==> config.mk <==
export PLATFORM = sky130hd
export DESIGN_NAME = lane_merge_buffer
export DESIGN_NICKNAME = d
export VERILOG_FILES = /design/src/rtl/lane_merge_buffer_pkg.sv /design/src/rtl/lane_merge_buffer_lane_fifo.sv /design/src/rtl/lane_merge_buffer.sv
export SDC_FILE = /design/constraint.sdc
export NUM_CORES = 1
export LEC_CHECK = 0
export ABC_CLOCK_PERIOD_IN_PS = 10000
export CORE_MARGIN = 3
export CORE_UTILIZATION = 54
export CTS_BUF_LIST = sky130_fd_sc_hd__clkbuf_2
export DETAILED_ROUTE_END_ITERATION = 10
export HOLD_SLACK_MARGIN = 0.1
export PLACE_DENSITY = 0.71
export SETUP_SLACK_MARGIN = 0.1
export SLEW_MARGIN = 30
export SYNTH_ARGS = -nofsm -noshare
export SYNTH_HDL_FRONTEND = slang
export SYNTH_HIERARCHICAL = 1
export SYNTH_SLANG_ARGS = --single-unit
==> constraint.sdc <==
create_clock -name clk -period 10 [get_ports clk]
set_input_delay 2 -clock clk [delete_from_list [all_inputs] [get_ports clk]]
set_output_delay 2 -clock clk [all_outputs]
set_load 0.005 [all_outputs]
==> src/rtl/lane_merge_buffer_pkg.sv <==
// Shared definitions for the lane merge buffer: size defaults, lane ids,
// arbiter grant encoding and the occupancy-width helper.
// Optional feature macro: ALMOST_FULL_EN (adds almost-full defaults).
package lane_merge_buffer_pkg;

  localparam int unsigned WIDTH_DEF = 8;
  localparam int unsigned DEPTH_DEF = 4;
`ifdef ALMOST_FULL_EN
  localparam int unsigned AF_THRESH_DEF = 3;
`endif

  localparam logic LANE0 = 1'b0;
  localparam logic LANE1 = 1'b1;

  // Arbiter decision for one cycle.
  typedef enum logic [1:0] {
    GRANT_NONE = 2'b00,
    GRANT_L0   = 2'b01,
    GRANT_L1   = 2'b10
  } grant_e;

  // Occupancy counter must represent 0..DEPTH inclusive.
  function automatic int unsigned occ_width(input int unsigned depth);
    return $clog2(depth) + 1;
  endfunction

endpackage

==> src/rtl/lane_merge_buffer_lane_fifo.sv <==
// lane_fifo: one per-lane buffer with storage, wrapping pointers, occupancy
// counter, registered status flags and a sticky overflow flag.
// A push into a full FIFO is still accepted when a pop happens on the same
// edge. Optional feature macro: ALMOST_FULL_EN (almostFull output).
module lane_fifo
  import lane_merge_buffer_pkg::*;
#(
  parameter int unsigned WIDTH = WIDTH_DEF,
  parameter int unsigned DEPTH = DEPTH_DEF
`ifdef ALMOST_FULL_EN
  , parameter int unsigned AF_THRESH = AF_THRESH_DEF
`endif
) (
  input  logic             clk,
  input  logic             reset,
  input  logic             push,
  input  logic [WIDTH-1:0] data,
  input  logic             pop,
  output logic [WIDTH-1:0] q,
  output logic             empty,
  output logic             full,
  output logic             overflow
`ifdef ALMOST_FULL_EN
  , output logic           almostFull
`endif
);

  localparam int unsigned PW = $clog2(DEPTH);
  localparam int unsigned OW = occ_width(DEPTH);
  localparam logic [PW-1:0] PTR_ONE   = PW'(1);
  localparam logic [OW-1:0] CNT_ONE   = OW'(1);
  localparam logic [OW-1:0] CNT_ZERO  = OW'(0);
  localparam logic [OW-1:0] CNT_FULL  = OW'(DEPTH);
`ifdef ALMOST_FULL_EN
  localparam logic [OW-1:0] CNT_AF    = OW'(AF_THRESH);
`endif

  logic [WIDTH-1:0] mem_q [DEPTH];
  logic [PW-1:0]    wr_ptr_q, wr_ptr_d;
  logic [PW-1:0]    rd_ptr_q, rd_ptr_d;
  logic [OW-1:0]    count_q, count_d;
  logic             empty_q, empty_d;
  logic             full_q, full_d;
  logic             ovf_q, ovf_d;
  logic             accept_s;
  logic             pop_s;
`ifdef ALMOST_FULL_EN
  logic             af_q, af_d;
`endif

  // Push/pop qualification, pointer and occupancy next state, flag next state.
  always_comb begin
    pop_s    = pop & ~empty_q;
    accept_s = push & (~full_q | pop_s);
    wr_ptr_d = wr_ptr_q;
    rd_ptr_d = rd_ptr_q;
    count_d  = count_q;
    if (accept_s) begin
      wr_ptr_d = wr_ptr_q + PTR_ONE;
    end else begin
      wr_ptr_d = wr_ptr_q;
    end
    if (pop_s) begin
      rd_ptr_d = rd_ptr_q + PTR_ONE;
    end else begin
      rd_ptr_d = rd_ptr_q;
    end
    case ({accept_s, pop_s})
      2'b10:   count_d = count_q + CNT_ONE;
      2'b01:   count_d = count_q - CNT_ONE;
      default: count_d = count_q;
    endcase
    ovf_d   = ovf_q | (push & ~accept_s);
    empty_d = (count_d == CNT_ZERO);
    full_d  = (count_d == CNT_FULL);
`ifdef ALMOST_FULL_EN
    af_d    = (count_d >= CNT_AF);
`endif
  end

  // Pointer, occupancy and flag registers.
  always_ff @(posedge clk) begin
    if (reset) begin
      wr_ptr_q <= '0;
      rd_ptr_q <= '0;
      count_q  <= CNT_ZERO;
      empty_q  <= 1'b1;
      full_q   <= 1'b0;
      ovf_q    <= 1'b0;
`ifdef ALMOST_FULL_EN
      af_q     <= 1'b0;
`endif
    end else begin
      wr_ptr_q <= wr_ptr_d;
      rd_ptr_q <= rd_ptr_d;
      count_q  <= count_d;
      empty_q  <= empty_d;
      full_q   <= full_d;
      ovf_q    <= ovf_d;
`ifdef ALMOST_FULL_EN
      af_q     <= af_d;
`endif
    end
  end

  // Storage array; the slot being read on a full push+pop is overwritten
  // only at the edge, so the popped word is the old one.
  always_ff @(posedge clk) begin
    if (reset) begin
      for (int i = 0; i < int'(DEPTH); i++) begin
        mem_q[i] <= '0;
      end
    end else if (accept_s) begin
      mem_q[wr_ptr_q] <= data;
    end else begin
      mem_q[wr_ptr_q] <= mem_q[wr_ptr_q];
    end
  end

  assign q        = mem_q[rd_ptr_q];
  assign empty    = empty_q;
  assign full     = full_q;
  assign overflow = ovf_q;
`ifdef ALMOST_FULL_EN
  assign almostFull = af_q;
`endif

endmodule

==> src/rtl/lane_merge_buffer.sv <==
// lane_merge_buffer: buffers two input lanes in lane_fifo instances and
// merges them round-robin into a registered valid/ready output stage.
// Optional feature macro: ALMOST_FULL_EN (almostFull0/1 ports).
module lane_merge_buffer
  import lane_merge_buffer_pkg::*;
#(
  parameter int unsigned WIDTH = WIDTH_DEF,
  parameter int unsigned DEPTH = DEPTH_DEF
`ifdef ALMOST_FULL_EN
  , parameter int unsigned AF_THRESH = AF_THRESH_DEF
`endif
) (
  input  logic             clk,
  input  logic             reset,
  input  logic [WIDTH-1:0] dataIn0,
  input  logic             validIn0,
  input  logic [WIDTH-1:0] dataIn1,
  input  logic             validIn1,
  input  logic             readyIn,
  output logic [WIDTH-1:0] dataOut,
  output logic             validOut,
  output logic             laneOut,
  output logic             empty0,
  output logic             empty1,
  output logic             full0,
  output logic             full1,
  output logic             overflow0,
  output logic             overflow1
`ifdef ALMOST_FULL_EN
  , output logic           almostFull0
  , output logic           almostFull1
`endif
);

  logic [WIDTH-1:0] q0_s, q1_s;
  logic             pop0_s, pop1_s;
  logic             load_s;
  grant_e           grant_s;

  logic [WIDTH-1:0] data_q, data_d;
  logic             valid_q, valid_d;
  logic             lane_q, lane_d;
  logic             rr_q, rr_d;

  lane_fifo #(
    .WIDTH (WIDTH),
    .DEPTH (DEPTH)
`ifdef ALMOST_FULL_EN
    , .AF_THRESH (AF_THRESH)
`endif
  ) u_fifo0 (
    .clk      (clk),
    .reset    (reset),
    .push     (validIn0),
    .data     (dataIn0),
    .pop      (pop0_s),
    .q        (q0_s),
    .empty    (empty0),
    .full     (full0),
    .overflow (overflow0)
`ifdef ALMOST_FULL_EN
    , .almostFull (almostFull0)
`endif
  );

  lane_fifo #(
    .WIDTH (WIDTH),
    .DEPTH (DEPTH)
`ifdef ALMOST_FULL_EN
    , .AF_THRESH (AF_THRESH)
`endif
  ) u_fifo1 (
    .clk      (clk),
    .reset    (reset),
    .push     (validIn1),
    .data     (dataIn1),
    .pop      (pop1_s),
    .q        (q1_s),
    .empty    (empty1),
    .full     (full1),
    .overflow (overflow1)
`ifdef ALMOST_FULL_EN
    , .almostFull (almostFull1)
`endif
  );

  // Round-robin arbitration over the registered (pre-edge) FIFO state,
  // so a word pushed this cycle is never granted in the same cycle.
  always_comb begin
    grant_s = GRANT_NONE;
    load_s  = ~valid_q | readyIn;
    if (load_s) begin
      if (~empty0 & ~empty1) begin
        grant_s = (rr_q == LANE0) ? GRANT_L0 : GRANT_L1;
      end else if (~empty0) begin
        grant_s = GRANT_L0;
      end else if (~empty1) begin
        grant_s = GRANT_L1;
      end else begin
        grant_s = GRANT_NONE;
      end
    end else begin
      grant_s = GRANT_NONE;
    end
    pop0_s = (grant_s == GRANT_L0);
    pop1_s = (grant_s == GRANT_L1);
  end

  // Output stage next state: load granted word, drain to idle, or hold.
  always_comb begin
    data_d  = data_q;
    valid_d = valid_q;
    lane_d  = lane_q;
    rr_d    = rr_q;
    case (grant_s)
      GRANT_L0: begin
        data_d  = q0_s;
        valid_d = 1'b1;
        lane_d  = LANE0;
        rr_d    = LANE1;
      end
      GRANT_L1: begin
        data_d  = q1_s;
        valid_d = 1'b1;
        lane_d  = LANE1;
        rr_d    = LANE0;
      end
      default: begin
        if (load_s) begin
          valid_d = 1'b0;
        end else begin
          valid_d = valid_q;
        end
      end
    endcase
  end

  // Output register and round-robin pointer.
  always_ff @(posedge clk) begin
    if (reset) begin
      data_q  <= '0;
      valid_q <= 1'b0;
      lane_q  <= LANE0;
      rr_q    <= LANE0;
    end else begin
      data_q  <= data_d;
      valid_q <= valid_d;
      lane_q  <= lane_d;
      rr_q    <= rr_d;
    end
  end

  assign dataOut  = data_q;
  assign validOut = valid_q;
  assign laneOut  = lane_q;

endmodule

==> results of run 1 <==
==> registers in the layout (all words and copies together), names as in the netlist, 2 cells and up, named ones only <==
signal / cells
u_fifo1/mem_q: 32
u_fifo1/count_q: 3
u_fifo0/count_q: 3
u_fifo0/mem_q: 32
u_fifo0/rd_ptr_q: 2
u_fifo0/wr_ptr_q: 2
u_fifo1/wr_ptr_q: 2
u_fifo1/rd_ptr_q: 2
dataOut: 8
==> final timing paths <==
check	slack (ns)	end
min reg2reg	0.51	u_fifo0/overflow
max reg2reg	6.61	u_fifo1/full
max	5.12	u_fifo1/full
min	0.51	u_fifo0/overflow
==> per-layer routing <==
metal / share of wire / track usage / up-vias
met4: 0.0093 / 0.0473 / 0
met5: 0 / 0 / -
met1: 0.49 / 0.267 / 1296
li1: - / - / 1282
met2: 0.47 / 0.273 / 47
met3: 0.037 / 0.0350 / 5
==> kinds of logic after synthesis <==
| family | count (synthesis) | share of synthesized area |
|---|---|---|
| AND/OR/NAND/NOR | 120 | 0.159 |
| flip-flops | 99 | 0.572 |
| AO/OA/AOI/OAI | 44 | 0.0947 |
| buffers and inverters | 29 | 0.0300 |
| multiplexers | 28 | 0.105 |
| XOR/XNOR | 9 | 0.0172 |
| adder cells (fa/ha/maj) | 7 | 0.0224 |
==> power groups by stage <==
stage / registers (µW) / logic [µW] / clock network [µW]
6_report: 530 / 288 / 172
2_1_floorplan: 524 / 219 / 0
3_5_place_dp: 541 / 289 / 0
5_1_grt: 539 / 319 / 194
4_1_cts: 531 / 290 / 178
3_3_place_gp: 540 / 281 / 0
==> final cells by class <==
class                           instances  area [µm²]
Fill cell                             620        2880
Sequential cell                        99        2620
Timing Repair Buffer                   37         363
Multi-Input combinational cell        208        1830
Clock buffer                           10        50.0
Tap cell                              102         128
Clock inverter                          6        50.0
Inverter                               14        52.6
==> Yosys cell counts (5+ instances only) <==
library cell  count  area [µm²]
a211oi_1         12        90.1
xor2_1            6        52.6
inv_1            13        48.8
buf_2             5        25.0
nor2b_1          13        81.3
a21oi_1           6        30.0
nand2b_1          6        37.5
edfxtp_1         64        1920
clkbuf_1          5        18.8
nor2_1           20        75.1
dfxtp_1          35         701
mux4_2           16         360
mux2i_1          10         100
ha_1              5        62.6
and2_1           64         400
==> worst max-delay path, stage by stage <==
cell and delay [ns]:
clkdlybuf4s50_1 0.47, nor2b_1 0.08, or3_1 0.38, ha_1 0.45, nand2b_4 0.27, a21oi_1 0.15
inv_1 0.10, ha_1 0.18, inv_1 0.07, fa_1 0.40, xor2_1 0.17, or4_1 0.46
a21oi_1 0.17
==> stage by stage <==
stage	utilization	hold slack [ns]	instances	total power [µW]
after floorplan	-	0.461	336	743
after global placement	0.627	0.450	460	821
after detailed placement	0.627	0.454	460	829
after CTS	0.639	0.511	476	999
after global routing	0.639	0.556	476	1050
final	0.639	0.512	476	990
==> layout by cell type, fill, tap and decap left out, types with 3 or more instances in the layout <==
cell type         n
a2111oi_4         4
mux2i_1          10
xnor2_1           3
xor2_1            6
nor2_1           20
clkinv_4          3
ha_1              5
dfxtp_1          35
a211oi_1         12
nor2b_1          13
and2_1           64
a31oi_1           3
a31o_2            4
clkdlybuf4s50_1  35
edfxtp_1         64
inv_1            13
mux4_2           16
or3_1             3
nand2b_1          6
a21o_1            4
clkbuf_2         10
a21oi_1           6
==> summary.txt, run 1 <==
Power
  – Sw Share: 0.318
  – Combinational share of power: 0.291
  – P_int: 676 µW
  – Pwr dens: 194 mW/mm²
  – Worst vdd ir: 0.000128 V
  – Net Switching: 315 µW
  – Clk pwr share: 0.173
  – Share of power burned in registers: 0.535
  – Leakage: 0.00183 µW

Worst setup path
  – Crit path launch: readyIn
  – FF-to-FF Start: validOut
  – Crit. End Element: flop
  – FF-to-FF path depth: 12
  – Maximum fanout along the worst path: 11
  – Worst setup path category: in -> reg
  – Critical Path RT: 10.48 ns
  – Crit path DAT: 5.36 ns
  – Startpoint types: primary input

Drt
  – Remaining antenna violation count: 0
  – Via density: 5.53
  – Via count: 2630
  – Remaining DRCs: 0
  – DR iter-0 viols: 164
  – Drt pass-1 iters: 4
  – Total Wirelength: 8.13 mm
  – Routed WL per cell: 17.1 µm

Placed design
  – Post-DP HPWL: 5.52 mm
  – Dpl cell area: 0.00499 mm²
  – Final GP Congestion: 0.752
  – Worst Setup Slack post-DPL: 4.55 ns
  – I/O Buffers: 36

Yosys
  – Synth Area per Inst: 13.7 µm²
  – Share of flip-flops with an asynchronous set or reset: 0
  – Synth Flop Type: edfxtp_1
  – Cell Area, Synth: 0.00459 mm²
  – Yosys reg bits: 99
  – Post-synth cell types: 42
  – Syn Inst Count: 336
  – Post-synth EDFFs: 64
  – Yosys warnings: 6
  – Seq/Total Area, Yosys: 0.572
  – Post-Syn Nets: 364

Clocking
  – Number of CTS-inserted buffers: 9
  – Cts hold-fix bufs: 0
  – Clock transition at path regs: 0.25 ns
  – Sink Count: 99
  – H-tree Lvls: 3
  – TritonCTS clock tree: built
  – Clk root buf: clkbuf_2
  – Clk Latency, worst-skew pair: 0.54 ns
  – Max Buffers Root-to-Sink: 2
  – Post_cts resized: 0
  – Post-CTS setup buffer count: 0

STA
  – Period utilization: 0.488
  – Endpoints failing hold: 0
  – Relative slew slack: 0.548
  – Slew Limit Fails: 0
  – Fin Clk Skew: 0.0309 ns
  – RSZ-0062 raised after global routing: no
  – Min cycle time layout: 4.88 ns
  – Final setup vio count: 0
  – Final worst slack: 5.12 ns
  – Worst slew pin tran: 0.678 ns
  – Fmax: 205 MHz
  – Setup TNS Final: 0 ns

Global route
  – Total congestion overflow: 0
  – Number of global-route vias before repair: 2614
  – First-pass GRT wire length: 13.5 mm
  – Gr usage total: 0.179
  – Initial antenna violation count: 0
  – Largest net degree at the start of global routing: 52

Layout
  – Antenna diode count: 0
  – P&R area growth vs syn: 11.0%
  – Final Instance Area: 0.00509 mm²
  – Layout Nets: 397
  – Share of cells above drive strength 1: 0.142

Job
  – Max-cap violation count: 0

Min path
  – Hold WC Path Type: reg -> reg
  – Hold Startpoint: u_fifo0/overflow
  – Hold path depth: 2

Outcome
  – Status: finished clean

Floorplan
  – Core Area: 0.00797 mm²
  – Die X: 98.2 µm
  – Row cnt: 32
  – Die ar.: 0.00964 mm²
  – DIE HEIGHT: 98.2 µm
  – Starting density of the core: 0.576
  – Io pins: 37
(Power assumes the default switching activity.)
==> inputs of run 2 (changes only) <==
ABC_CLOCK_PERIOD_IN_PS = 3900   (was 10000)
PLACE_DENSITY = 0.74   (was 0.71)
clock period = 3.9 ns   (was 10 ns; I/O delays follow)
==> run 2 against run 1 <==
  * Setup slack worse by 4.3 ns
  * Sequential share of layout area decreased by 0.24 points
  * Routed wire length increased by 3.2%
  * Critical path type unchanged
  * Combinational power grew to 2.6 times the previous value
==> summary.txt, run 2 (synthesis results as in run 1) <==
Outcome
  – Status: finished clean

Power
  – Share of power burned in registers: 0.534 (about the same)
  – Leakage: 0.00184 µW (+0.60%)
  – Combinational share of power: 0.298 (+0.007)
  – Clk pwr share: 0.168 (-0.005)
  – Pwr dens: 499 mW/mm² (+160%)
  – Net Switching: 816 µW (+160%)
  – Worst vdd ir: 0.000311 V (+140%)
  – P_int: 1740 µW (+160%)
  – Sw Share: 0.320 (+0.00227)

Global route
  – Initial antenna violation count: 0 (unchanged)
  – Gr usage total: 0.186 (+0.00653)
  – First-pass GRT wire length: 14.0 mm (+3.8%)
  – Number of global-route vias before repair: 2773 (+6.1%)
  – Total congestion overflow: 0 (unchanged)
  – Largest net degree at the start of global routing: 52 (unchanged)

Clocking
  – Number of CTS-inserted buffers: 9 (unchanged)
  – H-tree Lvls: 3 (unchanged)
  – Cts hold-fix bufs: 0 (unchanged)
  – Clock transition at path regs: 0.25 ns (about the same)
  – Post-CTS setup buffer count: 0 (unchanged)
  – TritonCTS clock tree: built
  – Post_cts resized: 0 (unchanged)
  – Clk Latency, worst-skew pair: 0.54 ns (about the same)
  – Sink Count: 99 (unchanged)
  – Max Buffers Root-to-Sink: 2 (unchanged)
  – Clk root buf: clkbuf_2

Floorplan
  – Starting density of the core: 0.576 (unchanged)
  – Core Area: 0.00797 mm² (unchanged)
  – Io pins: 37 (unchanged)
  – Die X: 98.2 µm (unchanged)
  – Row cnt: 32 (unchanged)
  – Die ar.: 0.00964 mm² (unchanged)
  – DIE HEIGHT: 98.2 µm (unchanged)

STA
  – RSZ-0062 raised after global routing: no
  – Fmax: 320 MHz
  – Final setup vio count: 0 (unchanged)
  – Final worst slack: 0.772 ns (-4.35 ns)
  – Setup TNS Final: 0 ns (unchanged)
  – Endpoints failing hold: 0 (unchanged)
  – Fin Clk Skew: 0.0339 ns (+0.00306 ns)
  – Relative slew slack: 0.600 (+0.0514)
  – Slew Limit Fails: 0 (unchanged)
  – Min cycle time layout: 3.13 ns
  – Worst slew pin tran: 0.601 ns (-0.0771 ns)
  – Period utilization: 0.802

Layout
  – Antenna diode count: 0 (unchanged)
  – Fill count: 609 (-1.8%)
  – Share of cells above drive strength 1: 0.149 (+0.00683)
  – Most frequent cells in the layout: and2_1, edfxtp_1, dfxtp_1, clkdlybuf4s50_1, nor2_1
  – Layout Nets: 400 (+0.76%)
  – P&R area growth vs syn: 11.5%

Drt
  – Remaining antenna violation count: 0 (unchanged)
  – DR iter-0 viols: 132 (-20%)
  – Via density: 5.54 (+0.24%)
  – Remaining DRCs: 0 (unchanged)
  – Routed WL per cell: 17.5 µm (+2.6%)
  – Via count: 2653 (+0.87%)
  – Total Wirelength: 8.39 mm (+3.2%)
  – Drt pass-1 iters: 4 (unchanged)

Worst setup path
  – Critical Path RT: 4.34 ns (-6.14 ns)
  – Worst R2R Setup Slack: 1.04 ns (-5.57 ns)
  – FF-to-FF Start: u_fifo1/empty
  – Worst setup path category: in -> reg
  – Crit path launch: readyIn
  – Crit path DAT: 3.57 ns (-1.79 ns)
  – Worst setup path end: u_fifo1/empty
  – Crit. End Element: flop
  – R2r endpoint: u_fifo1/empty
  – Maximum fanout along the worst path: 5 (-6)
  – FF-to-FF path depth: 12 (unchanged)
  – Startpoint types: primary input

Placed design
  – I/O Buffers: 36 (unchanged)
  – Post-DP HPWL: 5.69 mm (+3.1%)
  – Worst Setup Slack post-DPL: 0.190 ns (-4.36 ns)
  – Final GP Congestion: 0.725 (-3.6%)

Min path
  – Hold WC Path Type: reg -> reg

Job
  – Max-cap violation count: 0 (unchanged)
==> run 2: power groups by stage <==
| stage | Combinational, µW | Sequential (µW) | Clock (µW) |
|---|---|---|---|
| final | 760 | 1360 | 429 |
| after global routing | 838 | 1380 | 495 |
| after CTS | 765 | 1360 | 443 |
| after detailed placement | 760 | 1390 | 0 |
| after global placement | 734 | 1380 | 0 |
| after floorplan | 561 | 1340 | 0 |
==> run 2: critical path, stage by stage <==
cell and delay, ns:
clkdlybuf4s50_1 0.45, nor2b_1 0.07, or3_1 0.38, ha_1 0.25, nand2b_4 0.08, a21oi_1 0.07
inv_1 0.08, ha_1 0.17, inv_1 0.06, fa_1 0.40, xor2_1 0.17, or4_1 0.46
o311a_1 0.14
==> run 2: layout make-up <==
cell class	instances	area, µm²	area share
well taps	102	128	0.0249
clock buffers	9	45.0	0.00880
multi-input cells	208	1830	0.357
inverters	14	52.6	0.0103
flip-flops and latches	99	2620	0.513
repair buffers	40	388	0.0758
clock inverters	7	53.8	0.0105
==> run 2: how the worst min path moves through the flow <==
stage                           startpoint               end  depth (start not counted)
final                     u_fifo1/overflow  u_fifo1/overflow                          2
after global routing            dataOut[5]        dataOut[5]                          2
after global placement    u_fifo1/overflow  u_fifo1/overflow                          2
after CTS                 u_fifo0/overflow  u_fifo0/overflow                          2
after detailed placement  u_fifo0/overflow  u_fifo0/overflow                          2
after floorplan           u_fifo0/overflow  u_fifo0/overflow                          2
==> run 2: per-layer routing <==
layer,GRT usage,part of all wire,vias to the layer above
li1,-,-,1288
met1,0.260,0.47,1321
met2,0.299,0.49,37
met3,0.0321,0.030,7
met4,0.0567,0.0099,0
met5,0,0,-
==> run 2: per-stage QoR <==
stage	util	power, µW	hold WS, ns	area [µm²]	instances
after floorplan	-	1910	0.461	4590	336
after global placement	0.629	2120	0.463	5010	463
after detailed placement	0.629	2150	0.466	5010	463
after CTS	0.642	2570	0.520	5110	479
after global routing	0.642	2720	0.557	5120	479
final	0.642	2550	0.517	5120	479
==> RTL change, RTL diff (settings of run 2) <==
Add a define of `ALMOST_FULL_EN`.
--- a/src/rtl/lane_merge_buffer_pkg.sv
+++ b/src/rtl/lane_merge_buffer_pkg.sv
@@ -1,6 +1,8 @@
 // Shared definitions for the lane merge buffer: size defaults, lane ids,
 // arbiter grant encoding and the occupancy-width helper.
 // Optional feature macro: ALMOST_FULL_EN (adds almost-full defaults).
+`define ALMOST_FULL_EN
+
 package lane_merge_buffer_pkg;
 
   localparam int unsigned WIDTH_DEF = 8;
Function (old outputs only; new: almostFull0 and almostFull1): kept (equiv_simple and equiv_induct, registers matched by name and starting in step).
==> RTL change against run 2 <==
- sequential cell count up 2
- non-clock buffer count is 3 higher
- first-iteration DRC count is 3.8% lower
- routed wire length grew 0.14%
- area after synthesis increased by 2.1%
- register-to-register slack about the same
- total power grew 6.9%
- sequential share of layout area shrank 0.45 points
- worst setup slack worse by 0.0064 ns
- final area rose by 2.4%
- critical path type unchanged
==> RTL change: results <==
set metrics [dict create \
    fin_nets 413 \
    max_slew_margin_pct 56.65 \
    slowest_stage "clkdlybuf4s50_1" \
    fmax_mhz 319.0 \
    synthesis.nets 374 \
    seq-power_mw 1.42 \
    place_area_sq_um 5136 \
    synth_common_cells "and2_1 (64), edfxtp_1 (64), dfxtp_1 (37)" \
    synth_area_leaders "edfxtp_1 (41%), dfxtp_1 (16%), and2_1 (8.5%)" \
    power_leakage_nw 1.894 \
    final_layout_size_suffix_gt1_share_pct 14.62 \
    switching_share_pct 32.50 \
    clk_pin_slew_worst_paths_ns 0.27 \
    ys_types 43 \
    synth.mux.area_fraction_pct 10.31 \
    p_int_mw 1.842 \
    r2r_start "validOut" \
    grt_max_degree 29 \
    pwr-share-clk_pct 16.6 \
    cp.arrival_ns 3.59 \
    grt_pass1_wl_microns 13640 \
    status "finished, final reports clean" \
    synth_compound_area_share_pct 9.805 \
    fin_skew_ns 0.03184 \
    timing_worst_setup_path_type "in -> reg" \
    dp_hpwl_microns 5779 \
    nFillCells 677 \
    globalRouteTotalUtil_pct 18.11 \
    cp_slowest_stage_delay_ns 0.46 \
    place_ws_ns 0.1725 \
    grt_pass1_vias 2674 \
    synthXorXnorAreaFrac_pct 1.683 \
    synth-seq-area-share_pct 56.85 \
    final_core_util_pct 63.14 \
    wl_per_cell_microns 16.98 \
    vias_per_cell 5.396 \
]
==> RTL change: cell types whose count changed in the layout (fill, tap and decap cells not counted), sizes merged, moves of 2 or more <==
cell	change
nor2b	+2
clkdlybuf4s50	+2
dfxtp	+2
inv	+3
nor2	-2
nand3	+2
a21oi	+2
==> RTL change: layer usage <==
layer / part of all wire, % / vias up / global-route usage (%)
met5: 0 / - / 0
met4: 0.51 / 0 / 5.357
met3: 3.7 / 2 / 3.717
met2: 48 / 48 / 28.51
met1: 48 / 1290 / 25.66
li1: - / 1331 / -
==> RTL change: through the flow <==
step | hold WS [ns] | cells
after floorplan | 0.4605 | 346
after global placement | 0.4691 | 479
after CTS | 0.5150 | 495
after detailed placement | 0.4576 | 479
after global routing | 0.5406 | 495
final | 0.5101 | 495
==> RTL change: layout make-up <==
cell class / count / share of cell area, %
clock buffer: 9 / 0.8596
clock inverter: 7 / 1.122
inverter: 15 / 1.074
multi-input combinational: 215 / 35.75
sequential: 101 / 50.81
tap: 105 / 2.507
timing repair buffer: 43 / 7.880
